<file path="config.mk">
export PLATFORM = sky130hd
export DESIGN_NAME = stroke_interp
export DESIGN_NICKNAME = d
export VERILOG_FILES = /design/src/rtl/stroke_interp.sv
export SDC_FILE = /design/constraint.sdc
export NUM_CORES = 1
export LEC_CHECK = 0
export CORE_AREA = 2 2 119 121
export DETAILED_ROUTE_END_ITERATION = 16
export DIE_AREA = 0 0 121 123
export PLACE_DENSITY_LB_ADDON = 0.05
export SLEW_MARGIN = 20
export SYNTH_ARGS = -nofsm -noshare
export SYNTH_HDL_FRONTEND = slang
export SYNTH_SLANG_ARGS = --single-unit
</file>
<file path="constraint.sdc">
create_clock -name clk_in -period 5 [get_ports clk_in]
set_input_delay 1.5 -clock clk_in [delete_from_list [all_inputs] [get_ports clk_in]]
set_output_delay 1.5 -clock clk_in [all_outputs]
set_load 0.03 [all_outputs]
</file>
<file path="src/rtl/stroke_interp.sv">
// +------------------------------------------------------------------------+
// | stroke_interp: Bresenham line interpolator, point stream -> pixel stream |
// | Revision: 1.0                                                          |
// +------------------------------------------------------------------------+
`default_nettype none

module stroke_interp #(
  parameter int X_WIDTH     = 10,
  parameter int Y_WIDTH     = 9,
  parameter int COLOR_WIDTH = 4,
  parameter int SW_WIDTH    = 3
) (
  input  logic                   clk_in,
  input  logic                   rst_in,
  input  logic                   pt_valid_in,
  output logic                   pt_ready_out,
  input  logic [X_WIDTH-1:0]     pt_x_in,
  input  logic [Y_WIDTH-1:0]     pt_y_in,
  input  logic [COLOR_WIDTH-1:0] pt_color_in,
  input  logic [SW_WIDTH-1:0]    pt_sw_in,
  input  logic                   stroke_start_in,
  output logic                   px_valid_out,
  input  logic                   px_ready_in,
  output logic [X_WIDTH-1:0]     px_x_out,
  output logic [Y_WIDTH-1:0]     px_y_out,
  output logic [COLOR_WIDTH-1:0] px_color_out,
  output logic [SW_WIDTH-1:0]    px_sw_out,
  output logic                   busy_out
);

  localparam int DW  = ((X_WIDTH > Y_WIDTH) ? X_WIDTH : Y_WIDTH) + 1;
  localparam int EW  = DW + 1;
  localparam int E2W = DW + 2;

  typedef enum logic [1:0] {
    IDLE  = 2'd0,
    SETUP = 2'd1,
    DRAW  = 2'd2
  } state_t;

  state_t                  state_q, state_d;
  logic [X_WIDTH-1:0]      prev_x_q, prev_x_d, cur_x_q, cur_x_d, end_x_q, end_x_d;
  logic [Y_WIDTH-1:0]      prev_y_q, prev_y_d, cur_y_q, cur_y_d, end_y_q, end_y_d;
  logic                    has_prev_q, has_prev_d;
  logic [DW-1:0]           dx_q, dx_d;
  logic signed [DW-1:0]    dy_q, dy_d;
  logic                    sx_neg_q, sx_neg_d, sy_neg_q, sy_neg_d;
  logic signed [EW-1:0]    err_q, err_d;
  logic [COLOR_WIDTH-1:0]  color_q, color_d;
  logic [SW_WIDTH-1:0]     sw_q, sw_d;

  logic signed [DW-1:0]    diff_x, diff_y, neg_y;
  logic [DW-1:0]           abs_x;
  logic signed [E2W-1:0]   e2, dx_e, dy_e;
  logic                    step_x, step_y;
  logic signed [EW-1:0]    err_inc_x, err_inc_y, err_next;

  // cur holds the start point between accept and SETUP
  assign diff_x = DW'(end_x_q) - DW'(cur_x_q);
  assign diff_y = DW'(end_y_q) - DW'(cur_y_q);
  assign abs_x  = diff_x[DW-1] ? -diff_x : diff_x;
  assign neg_y  = diff_y[DW-1] ? diff_y : -diff_y;

  assign e2        = {err_q, 1'b0};
  assign dx_e      = {{(E2W-DW){1'b0}}, dx_q};
  assign dy_e      = {{(E2W-DW){dy_q[DW-1]}}, dy_q};
  assign step_x    = (e2 >= dy_e);
  assign step_y    = (e2 <= dx_e);
  assign err_inc_x = step_x ? {dy_q[DW-1], dy_q} : '0;
  assign err_inc_y = step_y ? {1'b0, dx_q} : '0;
  assign err_next  = err_q + err_inc_x + err_inc_y;

  always_comb begin
    state_d    = state_q;
    prev_x_d   = prev_x_q;
    prev_y_d   = prev_y_q;
    has_prev_d = has_prev_q;
    cur_x_d    = cur_x_q;
    cur_y_d    = cur_y_q;
    end_x_d    = end_x_q;
    end_y_d    = end_y_q;
    dx_d       = dx_q;
    dy_d       = dy_q;
    sx_neg_d   = sx_neg_q;
    sy_neg_d   = sy_neg_q;
    err_d      = err_q;
    color_d    = color_q;
    sw_d       = sw_q;
    case (state_q)
      IDLE: begin
        if (pt_valid_in) begin
          end_x_d    = pt_x_in;
          end_y_d    = pt_y_in;
          color_d    = pt_color_in;
          sw_d       = pt_sw_in;
          prev_x_d   = pt_x_in;
          prev_y_d   = pt_y_in;
          has_prev_d = 1'b1;
          if (has_prev_q && !stroke_start_in) begin
            cur_x_d = prev_x_q;
            cur_y_d = prev_y_q;
          end else begin
            cur_x_d = pt_x_in;
            cur_y_d = pt_y_in;
          end
          state_d = SETUP;
        end
      end
      SETUP: begin
        dx_d     = abs_x;
        dy_d     = neg_y;
        sx_neg_d = diff_x[DW-1];
        sy_neg_d = diff_y[DW-1];
        err_d    = {1'b0, abs_x} + {neg_y[DW-1], neg_y};
        state_d  = DRAW;
      end
      DRAW: begin
        if (px_ready_in) begin
          if (cur_x_q == end_x_q && cur_y_q == end_y_q) begin
            state_d = IDLE;
          end else begin
            err_d = err_next;
            if (step_x) cur_x_d = sx_neg_q ? cur_x_q - X_WIDTH'(1) : cur_x_q + X_WIDTH'(1);
            if (step_y) cur_y_d = sy_neg_q ? cur_y_q - Y_WIDTH'(1) : cur_y_q + Y_WIDTH'(1);
          end
        end
      end
      default: state_d = IDLE;
    endcase
  end

  always_ff @(posedge clk_in or negedge rst_in) begin
    if (!rst_in) begin
      state_q    <= IDLE;
      prev_x_q   <= '0;
      prev_y_q   <= '0;
      has_prev_q <= 1'b0;
      cur_x_q    <= '0;
      cur_y_q    <= '0;
      end_x_q    <= '0;
      end_y_q    <= '0;
      dx_q       <= '0;
      dy_q       <= '0;
      sx_neg_q   <= 1'b0;
      sy_neg_q   <= 1'b0;
      err_q      <= '0;
      color_q    <= '0;
      sw_q       <= '0;
    end else begin
      state_q    <= state_d;
      prev_x_q   <= prev_x_d;
      prev_y_q   <= prev_y_d;
      has_prev_q <= has_prev_d;
      cur_x_q    <= cur_x_d;
      cur_y_q    <= cur_y_d;
      end_x_q    <= end_x_d;
      end_y_q    <= end_y_d;
      dx_q       <= dx_d;
      dy_q       <= dy_d;
      sx_neg_q   <= sx_neg_d;
      sy_neg_q   <= sy_neg_d;
      err_q      <= err_d;
      color_q    <= color_d;
      sw_q       <= sw_d;
    end
  end

  assign pt_ready_out = (state_q == IDLE);
  assign busy_out     = (state_q != IDLE);
  assign px_valid_out = (state_q == DRAW);
  assign px_x_out     = cur_x_q;
  assign px_y_out     = cur_y_q;
  assign px_color_out = color_q;
  assign px_sw_out    = sw_q;

endmodule

`default_nettype wire
</file>
==> flow_summary.ini <==
[setup_path]
worstSetupPathType = register to register
r2r_setup_slack_ps = 240
crit_buf_inv = 1
path_common_cell = ha_1
arrival_ps = 4990
critPathTopFamily = compound AO/OA/AOI/OAI gates
cp_slowest_stage_delay_ps = 430
crit_slowest_cell = dfrtp_1
cp-start-kind = register
cp-end-kind = register
crit_fanout = 8
cp_cell_sequence = ha_1 > nand4_1 > nor3_2 > o21bai_1 > a31oi_4 > buf_4 > and2_1 > fa_1 > ha_1 > nor2b_1 > o2111ai_1 > a31oi_1 > a21o_1 > a21oi_1 > xor2_1 > o21ai_0 > a221o_1
reg2reg_from = err_q[5]
required_ps = 5230
timing.rr.end = err_q[11]
reg2regPathDepth = 17

[clocking]
cts-buffers-inserted = 9
cts_tree = done
cts_setup_buffers = 0
root_buffer = clkbuf_16
htreeDepth = 3
clk_latency_ps = 350
path_clk_slew_ps = 60
clockBufferDepth = 2
cts_sinks = 84

[global_routing]
first_global_vias = 6307
top_usage_layer = met2
grt_use_met1_pct = 32.48
grt_use_met2_pct = 46.28
grt_pass1_wl_um = 30580
gr-total-overflow = 0
antenna_found_initial = 0
grt_usage_pct = 26.36
grt_use_met3_pct = 3.875
grt_max_degree = 65

[placement]
hpwlAfterDp_um = 14500
dp_slack_ps = -139.1
place_area_sq_um = 8165
place_congestion = 0.9356
dp.cells = 1046
numPortBuffers = 59

[power]
p_per_area_nw_per_um2 = 247.1
leakage_nw = 3.698
finalPower_w = 0.002097
ir_drop_uv = 203.1

[final_layout]
seqCellArea_sq_um = 2102
nFillCells = 1158
finalInstanceArea_sq_um = 8487
fin_cells = 1062
fin_nets = 1004
multi_input_area_sq_um = 4908
utilization_pct = 62.35
syn_to_final_growth_pct = 15.10
n_antenna_cell = 0
drive_gt1_share_pct = 10.54

[min_path]
hp-class = register to register
hold_end = has_prev_q
hold_path_depth = 1
min-delay-start = has_prev_q

[drt]
drt_iter0_drc = 299
vias_per_cell = 5.755
avgRoutedWirePerCell_um = 17.57
drc = 0
routed-via-count = 6112
drt_pass1_iterations = 5
drt.antenna.violating_nets = 0
wirelength_um = 18660

[logic_synthesis]
ys_types = 69
synth-main-ff-cell = dfrtp_1
yosysMostFrequentCell = dfrtp_1
ys_top_cells_by_area = dfrtp_1 29%, ha_1 13%, mux2_2 6.7%
synth_edf_count = 0
ys_seq_area_share_pct = 28.51
synth_nets = 949
synthArstFlopShare_pct = 100.0
synth.top_cell.area_share_pct = 28.51
yosysTopAreaCell = dfrtp_1
ys_ff_latch = 84
synth_area_sq_um = 7373
syn_inst = 822
avgSynthCellArea_sq_um = 8.970
yosys-top-cells-count = 84 x dfrtp_1, 79 x ha_1, 79 x inv_1
ys_warn_count = 0

[timing]
final-max-slew-violation-count = 0
fin_skew_ps = 10.38
setup_slack_ps = 243.6
finalHoldViolations = 0
period_needed_ps = 4756
max-slew-margin-rel_pct = 42.18
setup_violations = 0
period_share_pct = 95.13
worstMarginPinSlew_ps = 867.3
rsz0062_at_grt = false
max_freq_mhz = 210.2

[die]
initial_utilization_pct = 54.17
row_count = 43
num_io_pins = 60
dieArea_sq_um = 14880
dieHeight_um = 123
core_sq_um = 13610
dieWidth_um = 121

[run_status]
status = finished clean

[job]
drv_cap = 0
## report_power, final
group,internal (W),switching [W]
combinational,0.000310,0.000419
sequential,0.000697,0.0000232
clock,0.000363,0.000285
## cells by family after synthesis
| family | count (synthesis) | synth area share [%] |
|---|---|---|
| AND/OR/NAND/NOR | 221 | 14.81 |
| AO/OA/AOI/OAI | 199 | 17.61 |
| buffers and inverters | 106 | 5.515 |
| adder cells (fa/ha/maj) | 96 | 18.02 |
| flip-flops | 84 | 28.51 |
| multiplexers | 59 | 8.756 |
| XOR/XNOR | 57 | 6.771 |
## what timing repair did
action / in CTS / in global routing
hold buffers: 0 / 0
gates resized for setup: 1 / 7
setup endpoints to repair: 1 / 1
## final cells by class
class                           count  share of cell area, %
Clock inverter                      4                 0.2801
Clock buffer                       12                  3.022
Multi-Input combinational cell    632                  57.84
Sequential cell                    84                  24.77
Inverter                           80                  3.538
Tap cell                          180                  2.654
Timing Repair Buffer               70                  7.902
## sequential cells by signal (all words and copies together), names as in the netlist
signal	cells
err_q	12
dx_q	11
dy_q	11
end_x_q	10
px_x_out	10
end_y_q	9
px_y_out	9
px_color_out	4
px_sw_out	3
state_q	2
has_prev_q	1
sx_neg_q	1
sy_neg_q	1
## through the flow
stage               hold slack [ps]  setup TNS (ps)
detailed placement            449.7          -139.1
finish                        466.8               0
global route                  490.0               0
floorplan                     430.8               0
global placement              443.4          -62.83
CTS                           469.3               0
## routing by layer
metal | vias to the layer above | wire, um
li1 | 3016 | -
met1 | 2952 | 8269
met2 | 115 | 9156
met3 | 29 | 739
met4 | 0 | 497
met5 | - | 0
## worst max-delay path by stage
stage                      startpoint         to  cells past startpoint
after floorplan           px_y_out[0]  err_q[11]                     19
after global placement       err_q[7]  err_q[11]                     17
after detailed placement     err_q[7]  err_q[11]                     17
after CTS                    err_q[9]  err_q[11]                     18
after global routing         err_q[7]  err_q[11]                     17
final                        err_q[5]  err_q[11]                     17
## layout by cell type (no fill, tap or decap), types with 6 or more instances in the layout
cell / n
dfrtp_1: 84
inv_1: 79
ha_1: 79
nand2_1: 60
o21ai_0: 58
clkdlybuf4s50_1: 58
nor2_1: 54
a21oi_1: 47
xnor2_1: 45
mux2_2: 44
and2_1: 21
nor3_1: 18
fa_1: 17
mux2i_1: 15
nand3_1: 14
o211ai_1: 12
xor2_1: 12
buf_4: 12
o21a_1: 10
nand4_1: 10
nor2b_1: 10
clkbuf_16: 9
a21o_1: 8
a211oi_1: 7
a31oi_1: 6
Note: power is estimated with default switching activity, not from simulation.
